## src/rtl/apb_pkg.sv

```systemverilog
// Shared types for the two-requester APB sequencer:
// bus phase encoding, default widths and the request bundle.
package apb_pkg;

  localparam int APB_ADDR_W = 32;
  localparam int APB_DATA_W = 32;

  typedef enum logic [1:0] {
    IDLE,
    SETUP,
    ACCESS
  } apb_state_e;

  typedef struct packed {
    logic                  wr;
    logic [APB_ADDR_W-1:0] addr;
    logic [APB_DATA_W-1:0] wdata;
  } apb_req_t;

endpackage

```

## src/rtl/apb_rr_arbiter_rr_arb2.sv

```systemverilog
// Two-way round-robin picker; remembers who was granted
// last so a tie goes to the other requester.
module rr_arb2 (
  input  logic       clk,
  input  logic       rst_n,
  input  logic [1:0] elig,
  input  logic       grant_en,
  output logic [1:0] gnt
);

  logic last_q;
  logic last_d;

  // one-hot pick, tie broken against the last winner
  always_comb begin
    gnt    = 2'b00;
    last_d = last_q;
    if (grant_en) begin
      if (elig == 2'b11) begin
        gnt = last_q ? 2'b01 : 2'b10;
      end else begin
        gnt = elig;
      end
    end
    if (|gnt) begin
      last_d = gnt[1];
    end
  end

  // last winner; reset to 1 so requester 0 wins the first tie
  always_ff @(posedge clk) begin
    if (!rst_n) begin
      last_q <= 1'b1;
    end else begin
      last_q <= last_d;
    end
  end

endmodule

```

## src/rtl/apb_rr_arbiter.sv

```systemverilog
// Shares one APB slave path between two requesters:
// round-robin grant, SETUP/ACCESS sequencing, PREADY timeout.
module apb_rr_arbiter
  import apb_pkg::*;
#(
  parameter int ADDR_W  = APB_ADDR_W,
  parameter int DATA_W  = APB_DATA_W,
  parameter int TIMEOUT = 16
) (
  input  logic              PCLK,
  input  logic              PRESETn,
  input  logic              req0,
  input  logic              req1,
  input  logic              wr0,
  input  logic              wr1,
  input  logic [ADDR_W-1:0] addr0,
  input  logic [ADDR_W-1:0] addr1,
  input  logic [DATA_W-1:0] wdata0,
  input  logic [DATA_W-1:0] wdata1,
  output logic              done0,
  output logic              done1,
  output logic [DATA_W-1:0] rdata0,
  output logic [DATA_W-1:0] rdata1,
  output logic              err0,
  output logic              err1,
  output logic              PSEL,
  output logic              PENABLE,
  output logic              PWRITE,
  output logic [ADDR_W-1:0] PADDR,
  output logic [DATA_W-1:0] PWDATA,
  input  logic [DATA_W-1:0] PRDATA,
  input  logic              PREADY,
  input  logic              PSLVERR,
  output logic              busy
);

  localparam int CNT_W = $clog2(TIMEOUT);

  apb_state_e        state_q, state_d;
  logic [CNT_W-1:0]  wait_q, wait_d;
  logic              pwrite_q, pwrite_d;
  logic [ADDR_W-1:0] paddr_q, paddr_d;
  logic [DATA_W-1:0] pwdata_q, pwdata_d;
  logic              gsel_q, gsel_d;
  logic              done0_q, done0_d;
  logic              done1_q, done1_d;
  logic [DATA_W-1:0] rdata0_q, rdata0_d;
  logic [DATA_W-1:0] rdata1_q, rdata1_d;
  logic              err0_q, err0_d;
  logic              err1_q, err1_d;

  logic [1:0]        elig;
  logic [1:0]        gnt;
  logic              grant_en;
  apb_req_t          sel_req;
  logic              fin;
  logic              fin_err;
  logic [DATA_W-1:0] fin_rdata;

  // a requester whose done is pulsing this cycle sits out
  assign elig     = {req1 & ~done1_q, req0 & ~done0_q};
  assign grant_en = (state_q == IDLE);

  rr_arb2 u_arb (
    .clk      (PCLK),
    .rst_n    (PRESETn),
    .elig     (elig),
    .grant_en (grant_en),
    .gnt      (gnt)
  );

  // bundle of the winning requester
  always_comb begin
    if (gnt[1]) begin
      sel_req = '{wr: wr1,
                  addr: APB_ADDR_W'(addr1),
                  wdata: APB_DATA_W'(wdata1)};
    end else begin
      sel_req = '{wr: wr0,
                  addr: APB_ADDR_W'(addr0),
                  wdata: APB_DATA_W'(wdata0)};
    end
  end

  // phase sequencing, wait counting and completion capture
  always_comb begin
    state_d   = state_q;
    wait_d    = wait_q;
    pwrite_d  = pwrite_q;
    paddr_d   = paddr_q;
    pwdata_d  = pwdata_q;
    gsel_d    = gsel_q;
    done0_d   = 1'b0;
    done1_d   = 1'b0;
    rdata0_d  = rdata0_q;
    rdata1_d  = rdata1_q;
    err0_d    = err0_q;
    err1_d    = err1_q;
    fin       = 1'b0;
    fin_err   = 1'b0;
    fin_rdata = '0;
    unique case (state_q)
      IDLE: begin
        if (|gnt) begin
          pwrite_d = sel_req.wr;
          paddr_d  = ADDR_W'(sel_req.addr);
          pwdata_d = DATA_W'(sel_req.wdata);
          gsel_d   = gnt[1];
          state_d  = SETUP;
        end
      end
      SETUP: begin
        state_d = ACCESS;
        wait_d  = '0;
      end
      ACCESS: begin
        if (PREADY) begin
          fin       = 1'b1;
          fin_err   = PSLVERR;
          fin_rdata = PRDATA;
        end else if (wait_q == CNT_W'(TIMEOUT - 1)) begin
          fin     = 1'b1;
          fin_err = 1'b1;
        end else begin
          wait_d = wait_q + 1'b1;
        end
      end
      default: state_d = IDLE;
    endcase
    if (fin) begin
      state_d = IDLE;
      if (gsel_q) begin
        done1_d = 1'b1;
        err1_d  = fin_err;
        if (!pwrite_q) rdata1_d = fin_rdata;
      end else begin
        done0_d = 1'b1;
        err0_d  = fin_err;
        if (!pwrite_q) rdata0_d = fin_rdata;
      end
    end
  end

  // state and result registers
  always_ff @(posedge PCLK) begin
    if (!PRESETn) begin
      state_q  <= IDLE;
      wait_q   <= '0;
      pwrite_q <= 1'b0;
      paddr_q  <= '0;
      pwdata_q <= '0;
      gsel_q   <= 1'b0;
      done0_q  <= 1'b0;
      done1_q  <= 1'b0;
      rdata0_q <= '0;
      rdata1_q <= '0;
      err0_q   <= 1'b0;
      err1_q   <= 1'b0;
    end else begin
      state_q  <= state_d;
      wait_q   <= wait_d;
      pwrite_q <= pwrite_d;
      paddr_q  <= paddr_d;
      pwdata_q <= pwdata_d;
      gsel_q   <= gsel_d;
      done0_q  <= done0_d;
      done1_q  <= done1_d;
      rdata0_q <= rdata0_d;
      rdata1_q <= rdata1_d;
      err0_q   <= err0_d;
      err1_q   <= err1_d;
    end
  end

  assign PSEL    = (state_q != IDLE);
  assign PENABLE = (state_q == ACCESS);
  assign busy    = (state_q != IDLE);
  assign PWRITE  = pwrite_q;
  assign PADDR   = paddr_q;
  assign PWDATA  = pwdata_q;
  assign done0   = done0_q;
  assign done1   = done1_q;
  assign rdata0  = rdata0_q;
  assign rdata1  = rdata1_q;
  assign err0    = err0_q;
  assign err1    = err1_q;

endmodule

```

## config.mk

```make
export PLATFORM = sky130hd
export DESIGN_NAME = apb_rr_arbiter
export DESIGN_NICKNAME = d
export VERILOG_FILES = /design/src/rtl/apb_pkg.sv /design/src/rtl/apb_rr_arbiter_rr_arb2.sv /design/src/rtl/apb_rr_arbiter.sv
export SDC_FILE = /design/constraint.sdc
export NUM_CORES = 1
export LEC_CHECK = 0
export BUFFER_PORTS_ARGS = -buffer_cell sky130_fd_sc_hd__buf_2
export CAP_MARGIN = 20
export CORE_MARGIN = 3
export CORE_UTILIZATION = 41
export CTS_CLUSTER_SIZE = 40
export DETAILED_ROUTE_END_ITERATION = 16
export PLACE_DENSITY = 0.75
export SYNTH_ARGS = -nofsm -noshare
export SYNTH_HDL_FRONTEND = slang
export SYNTH_SLANG_ARGS = --single-unit
```

## constraint.sdc

```tcl
create_clock -name PCLK -period 1.6 [get_ports PCLK]
set_input_delay 0.08 -clock PCLK [delete_from_list [all_inputs] [get_ports PCLK]]
set_output_delay 0.08 -clock PCLK [all_outputs]
set_load 0.1 [all_outputs]
```

==> out/qor.txt, run 1 <==
Fin nets - 1,214
Clk_lat worst skew - 0.43 ns
CTS buffer count - 17
Routed length per instance - 18.2 um
Peak fanout along the critical path - 8
Initial antenna violation count - 1
Syn Nets - 758
Crit end category - flop
Largest net degree at the start of global routing - 66
H-tree levels - 4
Vias per cell - 5.41
Synth area leader - dfxtp_1
Die footprint - 0.0145 mm^2
Final HPWL DP - 11,300 um
Pwr dens - 1940 mW/mm^2
Most instantiated cells after synthesis - 141 x dfxtp_1, 138 x nand2_1, 66 x a31oi_1, 65 x a22o_1, 60 x o21ai_0
Worst slew pin tran - 0.530 ns
Dpl ws - -0.0152 ns
Die W - 120 um
Fin crit share - 0.991
Post-synthesis cell area - 0.00536 mm^2
Layout cell share with drive strength beyond 1 - 0.363
GRT Max-Usage Layer - met2
Routability cong. - 0.895
CP max stage cell - dfxtp_2
Synth cell types - 34
Count leader, synth - dfxtp_1
Leakage - 4.48 nW
Global Route Usage Sum - 0.299
Sink Count - 141
Synth-to-layout area growth - 76.6%
Met1 GRT Util - 0.334
Drt first pass iters - 5
Post-route ant nets - 0
VDD IR max - 1870 uV
Initial Util - 0.421
Detailed Route Iter0 Violations - 454
Crit path cell chain - ha_4, and3_4, nand4b_1, buf_4, o311a_4, a22o_1
Grt ovf - 0
Placed cell area - 0.00710 mm^2
Max_slew headroom - 0.649
Fmax - 0.631 GHz
Kind of critical path - flop to flop
Dominant synthesized flop cell - dfxtp_1
Hold Vio Cnt, Final - 0
Number of buffers added on ports - 303
Core area - 0.0127 mm^2
Post-synth EDFFs - 0
Synth area leaders - dfxtp_1 53%, a22o_1 11%, nand2_1 9.7%, a31oi_1 7.7%, o21ai_0 5.6%
Tot Pwr - 18.4 mW
Seq/Total Area, Yosys - 0.527
Status - finished clean
Clock Tree Root - clkbuf_16
Synth Register Bits - 141
Critical path launch point type - flop
Unrepaired setup endpoints after global routing - true
First-pass GRT wire length - 34,800 um
CP peak stage delay - 0.35 ns
Period minus WS final - 1.59 ns
Synth top area share - 0.527
# IOs - 304
M3 GR Usage - 0.0893
DR vias - 6,643
Crit-path leading delay family - compound AO/OA/AOI/OAI gates
Routed WL - 22,400 um
Final worst slack - 0.0144 ns
Final instance area - 0.00946 mm^2
Vias in the first global route - 6,830
Site row count - 41
# DRC - 0
Slew Viols, Final - 0
CP Buf/Inv Count - 1
# setup viols final - 0
Hold Crit Class - primary input to flop
CTS clk-pin slew, worst paths - 0.07 ns
Ys async rst share - 0
WP data required - 1.92 ns
Synth Instances - 586
Die height - 120 um
Max Cap Viol - 0
Max Clock Skew - 0.0114 ns
CTS tree - built
Mapped Avg Cell Area - 9.14 um^2
Yosys warns - 0
Crit path DAT - 1.90 ns
Met2 Usage GRT - 0.500
Clk buf depth - 2
[metrics by stage]
| step | instances | utilization | hold slack, ns | setup TNS, ns |
|---|---|---|---|---|
| after global placement | 1024 | 0.558 | 0.307 | 0 |
| after global routing | 1228 | 0.744 | 0.141 | -0.383 |
| after detailed placement | 1024 | 0.558 | 0.308 | -0.0152 |
| after floorplan | 586 | - | 0.205 | -2.74 |
| after CTS | 1223 | 0.737 | 0.103 | 0 |
| final | 1228 | 0.744 | 0.127 | 0 |
[logic make-up (layout without fill, tap and decap cells)]
group                    after synthesis  after routing  share of synthesized area
adder cells (fa/ha/maj)                4              4                    0.00934
flip-flops                           141            141                      0.527
other                                  0              1                          0
buffers and inverters                 58            525                     0.0623
AO/OA/AOI/OAI                        217            219                      0.274
AND/OR/NAND/NOR                      166            166                      0.127
[tightest hold or removal path, cell delays in order]
cell	delay, ns
buf_2	0.16
o31ai_1	0.10
a21oi_1	0.16
[per-layer routing]
| metal | vias to the layer above | wire (um) |
|---|---|---|
| li1 | 3029 | - |
| met1 | 3024 | 8250 |
| met2 | 478 | 10700 |
| met3 | 112 | 2170 |
| met4 | 0 | 1230 |
| met5 | - | 0 |
[cells in the final DEF (no fill, tap or decap), types with 7 or more instances in the layout]
cell type / instances
a31oi_1: 66
clkbuf_16: 18
nor2_1: 7
nand2_1: 138
buf_4: 11
o21ai_1: 8
dfxtp_1: 134
dlygate4sd3_1: 163
a22o_1: 65
buf_2: 299
o21ai_0: 60
buf_12: 11
[power by group]
group	switching [mW]	internal, mW	total, mW
Sequential	0.481	4.27	4.76
Combinational	7.69	2.04	9.74
Clock	1.70	2.20	3.90
[flip-flops by register name, summed over array words and instances, names as in the netlist]
signal,flops
PADDR,32
PWDATA,32
PWRITE,1
done0,1
done1,1
err0,1
err1,1
gsel_q,1
rdata0,32
rdata1,32
state_q,2
u_arb.last_q,1
wait_q,4
[worst paths after layout]
kind                           startpoint                 endpoint  slack (ns)  cells past startpoint
setup reg to reg   wait_q[0]$_SDFFE_PN0P_  rdata1[20]$_SDFFE_PN0P_        0.01                      6
setup / recovery   wait_q[0]$_SDFFE_PN0P_  rdata1[20]$_SDFFE_PN0P_        0.01                      6
hold reg to reg   rdata0[10]$_SDFFE_PN0P_  rdata0[10]$_SDFFE_PN0P_        0.47                      1
hold / removal                     PREADY   wait_q[2]$_SDFFE_PN0P_        0.13                      3
[layout make-up]
type	count	area [um^2]
Antenna cell	1	2.50
Inverter	6	31.3
Sequential cell	141	2840
Clock inverter	15	153
Tap cell	172	215
Clock buffer	17	425
Fill cell	818	3260
Multi-Input combinational cell	389	2320
Timing Repair Buffer	487	3470
[timing repair]
action | CTS | global route
setup endpoints to repair | 21 | 42
gates resized for setup | 9 | 7
hold buffers | 163 | 0
gates cloned | 2 | 1
pin swaps | 2 | 10
setup buffers | 3 | 3
hold endpoints to repair | 131 | 0
Power figures use the tool's default switching activity.
==> inputs of run 2 (changes only) <==
ABC_AREA = 1   (was default)
PLACE_DENSITY = 0.71   (was 0.75)
==> run 2 against run 1 <==
First-iteration DRC count up 17%; synthesized cell count up 73%; largest power group unchanged; clock skew down 0.0020 ns; utilization down 9.4 points; global-route usage down 3.4 points; final area up 10%; final cell count up 33%; die area up 24%; critical endpoint is now PADDR[25]$_SDFFE_PN0P_; combinational power up 1%; area after synthesis up 26%; count of clock-buffer cells in the layout up 1; register-to-register slack better by 0.04 ns.
==> out/qor.txt, run 2 <==
Hold_ws - 0.0128 ns (-0.114 ns)
Internal - 9.07 mW (+6.5%)
Synth area leaders - dfxtp_1 42%, nand3_1 15%, nand2_1 12%, inv_1 9.8%, a21oi_1 5.4%
Dpl ws - -0.107 ns (-0.0923 ns)
CP max stage cell - dfxtp_1
Die height - 134 um (+11%)
Detailed Route Iter0 Violations - 529 (+17%)
CP peak stage delay - 0.31 ns (-0.04 ns)
Status - finished clean
Core area - 0.0160 mm^2 (+26%)
H-tree levels - 4 (unchanged)
Leakage - 5.71 nW (+27%)
Most common cell after layout, fill and taps aside - buf_2
CP Buf/Inv Count - 4 (+3)
Peak fanout along the critical path - 35 (+27)
Post-synth EDFFs - 0 (unchanged)
Count leader, synth - nand2_1
Initial antenna violation count - 1 (unchanged)
Crit end category - flop
CTS clk-pin slew, worst paths - 0.06 ns (about the same)
Crit path cell chain - inv_2, ha_4, nand3_4, inv_4, nand2_4, buf_12, nand2_1, nand3_1, nand2_1, inv_1
Slew Viols, Final - 0 (unchanged)
Synth top area share - 0.419 (-0.108)
Kind of critical path - flop to flop
Crit path DAT - 1.85 ns (-0.05 ns)
CP dominant cell by count - nand2_1
Yosys warns - 0 (unchanged)
Sink Count - 141 (unchanged)
Vias in the first global route - 7,774 (+14%)
First-pass GRT wire length - 38,600 um (+11%)
# setup viols final - 0 (unchanged)
Hold Vio Cnt, Final - 0 (unchanged)
DR vias - 8,192 (+23%)
Layout cell share with drive strength beyond 1 - 0.277 (-0.0865)
Clk buf depth - 2 (unchanged)
Global Route Usage Sum - 0.265 (-0.0338)
Initial Util - 0.421 (about the same)
# IOs - 304 (unchanged)
Fmax - 0.648 GHz (+2.7%)
WP data required - 1.90 ns (-0.02 ns)
Post-Layout Cell Count - 1,631 (+33%)
Sw Share - 0.508 (-0.0289)
Net Sw Power - 9.37 mW (-5.1%)
Seq/Total Area, Yosys - 0.419 (-0.108)
CTS buffer count - 17 (unchanged)
Fin nets - 1,573 (+30%)
Die W - 134 um (+11%)
Period minus WS final - 1.54 ns (-0.0413 ns)
Hold Crit Class - primary input to flop
Routability cong. - 0.901 (+0.67%)
# DRC - 0 (unchanged)
Mapped Avg Cell Area - 6.66 um^2 (-27%)
Crit-path leading delay family - simple AND/OR/NAND/NOR gates
Synth Instances - 1,011 (+73%)
Clk_lat worst skew - 0.41 ns (-0.02 ns)
Synth cell types - 24 (-29%)
Synth Register Bits - 141 (unchanged)
CTS tree - built
Max Clock Skew - 0.00942 ns (-0.00196 ns)
Post-synthesis cell area - 0.00673 mm^2 (+26%)
Clock share of power - 0.226 (+0.014)
Die footprint - 0.0180 mm^2 (+24%)
Synth area leader - dfxtp_1
Site row count - 46 (+12%)
Commonest cells after routing, fill and taps aside - 300 x buf_2, 209 x nand2_1, 199 x nand3_1
Tot Pwr - 18.4 mW (+0.29%)
Comb power frac - 0.534 (+0.005)
R2R Setup Slk - 0.06 ns (+0.04 ns)
Largest net degree at the start of global routing - 69 (+4.5%)
Post-route ant nets - 0 (unchanged)
Synth-to-layout area growth - 54.5%
Max_slew headroom - 0.652 (+0.00295)
Unrepaired setup endpoints after global routing - true
Placed Cells incl. Taps - 1,483 (+45%)
Routed length per instance - 15.2 um (-17%)
Worst slew pin tran - 0.526 ns (-0.00445 ns)
Critical path launch point type - flop
Most instantiated cells after synthesis - 214 x nand2_1, 203 x nand3_1, 176 x inv_1, 141 x dfxtp_1, 72 x a21oi_1
Clock Tree Root - clkbuf_16
Dominant synthesized flop cell - dfxtp_1
Vias per cell - 5.02 (-7.2%)
Max Cap Viol - 0 (unchanged)
Final HPWL DP - 14,700 um (+30%)
Final worst slack - 0.0557 ns (+0.0413 ns)
Ys async rst share - 0 (unchanged)
Reg power frac - 0.240 (-0.019)
Pwr dens - 1770 mW/mm^2 (-8.8%)
Final Util - 0.650 (-0.0935)
Number of buffers added on ports - 303 (unchanged)
VDD IR max - 1200 uV (-36%)
Drt first pass iters - 7 (+2)
Grt ovf - 0 (unchanged)
Fin crit share - 0.965 (-0.0258)
Routed WL - 24,800 um (+11%)
Syn Nets - 1,183 (+56%)
[run 2: final cells by class]
class	instances	area, um^2
antenna	1	2.50
sequential	141	2830
timing repair buffer	444	3090
clock inverter	14	193
multi-input combinational	614	2890
clock buffer	18	429
tap	216	270
fill	1335	5600
inverter	183	693
[run 2: path summary, 6_finish.rpt]
check / startpoint / to / depth (start not counted)
min reg2reg: err0$_SDFFE_PN0P_ / err0$_SDFFE_PN0P_ / 2
max reg2reg: state_q[0]$_SDFFE_PP0P_ / PADDR[25]$_SDFFE_PN0P_ / 10
min: addr1[4] / PADDR[4]$_SDFFE_PN0P_ / 5
max: state_q[0]$_SDFFE_PP0P_ / PADDR[25]$_SDFFE_PN0P_ / 10
[run 2: kinds of logic (layout without fill, tap and decap cells)]
group	Yosys count	in the layout	synth area share
other cells	0	1	0
simple gates	470	470	0.304
buf+inv	256	659	0.165
fa+ha+maj	4	4	0.00743
flops	141	141	0.419
compound gates	140	140	0.105
[run 2: what timing repair did]
item | in CTS | in global routing
endpoints found under the setup margin | 47 | 97
hold endpoints to repair | 64 | 0
gates resized for setup | 2 | 21
pin swaps | 0 | 1
hold buffers | 110 | 0
gates cloned | 0 | 2
setup buffers | 0 | 3
[run 2: worst register-to-register path, stage by stage (launching register included)]
cell	delay [ns]
dfxtp_1	0.31
inv_2	0.10
ha_4	0.18
nand3_4	0.11
inv_4	0.10
nand2_4	0.09
buf_12	0.18
nand2_1	0.11
nand3_1	0.10
nand2_1	0.10
inv_1	0.06
[run 2: per-stage QoR]
stage,setup TNS [ns],cell area [um^2]
2_1_floorplan,0,6780
3_3_place_gp,-0.495,8530
3_5_place_dp,-3.42,8530
4_1_cts,0,10300
5_1_grt,-0.0282,10400
6_report,0,10400
[run 2: power groups by stage]
stage	combinational, mW	clock [mW]	sequential, mW
floorplan	3.46	0	8.37
global placement	9.16	0	4.47
detailed placement	9.21	0	4.47
CTS	9.45	4.23	4.41
global route	10.4	4.38	4.50
finish	9.86	4.16	4.43
[run 2: per-layer routing]
| metal | vias to the layer above | global-route usage | part of all wire |
|---|---|---|---|
| met5 | - | 0 | 0 |
| met4 | 0 | 0.144 | 0.049 |
| met3 | 115 | 0.0855 | 0.098 |
| met2 | 499 | 0.427 | 0.46 |
| met1 | 3630 | 0.316 | 0.39 |
| li1 | 3948 | - | - |
==> inputs of run 3 (changes only) <==
CORE_UTILIZATION = 48   (was 41)
PLACE_DENSITY = 0.81   (was 0.71)
==> run 3 against run 2 <==
Global-route usage increased by 5.2 points; clock skew down 0.00053 ns; final cell count down 2.9%; count of clock-buffer cells in the layout grew 3; final area fell by 0.57%; largest cell class unchanged; largest power group unchanged.
==> out/qor.txt, run 3 (synthesized netlist as in run 2, its figures left out) <==
Clock Tree Root - clkbuf_16
Drt first pass iters - 6 (-1)
DR vias - 8,736 (+6.6%)
Global Route Usage Sum - 0.317 (+0.0518)
Internal - 8.90 mW (-1.9%)
Grt ovf - 0 (unchanged)
Die W - 124 um (-7.2%)
CTS buffer count - 17 (unchanged)
Leakage - 5.72 nW (+0.26%)
Number of buffers added on ports - 303 (unchanged)
Status - finished clean
# setup viols final - 0 (unchanged)
Comb power frac - 0.555 (+0.021)
Clock share of power - 0.204 (-0.022)
Max Cap Viol - 0 (unchanged)
Clk_lat worst skew - 0.41 ns (about the same)
Core area - 0.0135 mm^2 (-16%)
Hold Vio Cnt, Final - 0 (unchanged)
Hold_ws - 0.0142 ns (+0.00133 ns)
Worst slew pin tran - 0.528 ns (+0.00245 ns)
Vias per cell - 5.52 (+9.8%)
Routed length per instance - 17.0 um (+12%)
First-pass GRT wire length - 40,500 um (+5.0%)
Commonest cells after routing, fill and taps aside - 300 x buf_2, 208 x nand2_1, 200 x nand3_1
Most common cell after layout, fill and taps aside - buf_2
Unrepaired setup endpoints after global routing - true
Die footprint - 0.0155 mm^2 (-14%)
Post-Layout Cell Count - 1,584 (-2.9%)
CTS clk-pin slew, worst paths - 0.06 ns (about the same)
VDD IR max - 1080 uV (-9.9%)
WP data required - 1.94 ns (+0.04 ns)
Layout cell share with drive strength beyond 1 - 0.292 (+0.0153)
Final instance area - 0.0103 mm^2 (-0.57%)
Pwr dens - 1800 mW/mm^2 (+1.4%)
Crit path DAT - 1.90 ns (+0.05 ns)
Net Sw Power - 9.70 mW (+3.5%)
Hold Path Stages - 5 (unchanged)
Sw Share - 0.521 (+0.0132)
Synth-to-layout area growth - 53.6%
Sink Count - 141 (unchanged)
Reg power frac - 0.241 (about the same)
Routability cong. - 0.886 (-1.7%)
Fin crit share - 0.977 (+0.0114)
Final HPWL DP - 15,000 um (+2.0%)
Initial antenna violation count - 3 (+2)
Slew Viols, Final - 0 (unchanged)
Initial Util - 0.499 (+0.0777)
Die height - 124 um (-7.2%)
Crit end category - flop
Peak fanout along the critical path - 17 (-51%)
Largest net degree at the start of global routing - 69 (unchanged)
Fin nets - 1,565 (-0.51%)
# DRC - 0 (unchanged)
Placed Cells incl. Taps - 1,446 (-2.5%)
Placed cell area - 0.00849 mm^2 (-0.47%)
# IOs - 304 (unchanged)
Kind of critical path - flop to flop
Clk buf depth - 2 (unchanged)
Fmax - 0.640 GHz (-1.2%)
Max Clock Skew - 0.00889 ns (-0.000530 ns)
Routed WL - 27,000 um (+8.7%)
CTS tree - built
Hold Crit Class - primary input to flop
R2R depth - 8 (-2)
Site row count - 42 (-8.7%)
Post-route ant nets - 0 (unchanged)
H-tree levels - 4 (unchanged)
Max_slew headroom - 0.650 (-0.00162)
Critical path launch point type - flop
Period minus WS final - 1.56 ns (+0.0182 ns)
Vias in the first global route - 8,247 (+6.1%)
Detailed Route Iter0 Violations - 1,020 (+93%)
## run 3: power groups by stage
stage / sequential [mW] / combinational [mW] / clock, mW
floorplan: 8.37 / 3.46 / 0
global placement: 4.47 / 9.16 / 0
detailed placement: 4.48 / 9.23 / 0
CTS: 4.43 / 9.46 / 3.79
global route: 4.53 / 10.8 / 3.98
finish: 4.48 / 10.3 / 3.79
## run 3: cell type report
type	instances	area, um^2
Inverter	183	696
Clock buffer	21	480
Antenna cell	3	7.51
Fill cell	881	3160
Tap cell	176	220
Clock inverter	10	88.8
Multi-Input combinational cell	614	2960
Timing Repair Buffer	436	3060
Sequential cell	141	2830
## run 3: worst paths after layout
kind	to	start	slack (ns)
max	rdata1[20]$_SDFFE_PN0P_	state_q[0]$_SDFFE_PP0P_	0.04
min	PADDR[29]$_SDFFE_PN0P_	addr1[29]	0.01
max reg2reg	rdata1[20]$_SDFFE_PN0P_	state_q[0]$_SDFFE_PP0P_	0.04
min reg2reg	err0$_SDFFE_PN0P_	err0$_SDFFE_PN0P_	0.45
## run 3: per-layer routing
metal  part of all wire  track usage  vias to the layer above
li1                   -            -                     3939
met1               0.35        0.366                     3925
met2               0.48        0.522                      695
met3               0.10       0.0802                      177
met4              0.071        0.204                        0
met5                  0            0                        -
## run 3: metrics by stage
| stage | TNS, ns | utilization | total power [mW] | setup slack [ns] |
|---|---|---|---|---|
| 2_1_floorplan | 0 | - | 11.8 | 0.0194 |
| 3_3_place_gp | 0 | 0.629 | 13.6 | 0.0655 |
| 3_5_place_dp | -0.00359 | 0.629 | 13.7 | -0.00359 |
| 4_1_cts | 0 | 0.741 | 17.7 | 0.0124 |
| 5_1_grt | -0.385 | 0.766 | 19.3 | -0.0481 |
| 6_report | 0 | 0.766 | 18.6 | 0.0375 |
## run 3: critical path, stage by stage (launching register included)
cell     delay, ns
dfxtp_2       0.33
inv_2         0.08
buf_6         0.10
ha_4          0.18
nand2_4       0.13
buf_6         0.20
nor2_1        0.16
nand3_1       0.12
a21oi_1       0.18
## run 3: what timing repair did
action                                 CTS  global route
endpoints found under the hold margin   60             0
buffers inserted                         1             2
gates resized for setup                  3            38
pin swaps                                1             1
hold buffers                            94             0
setup endpoints to repair                7           135
cloned                                   0             7
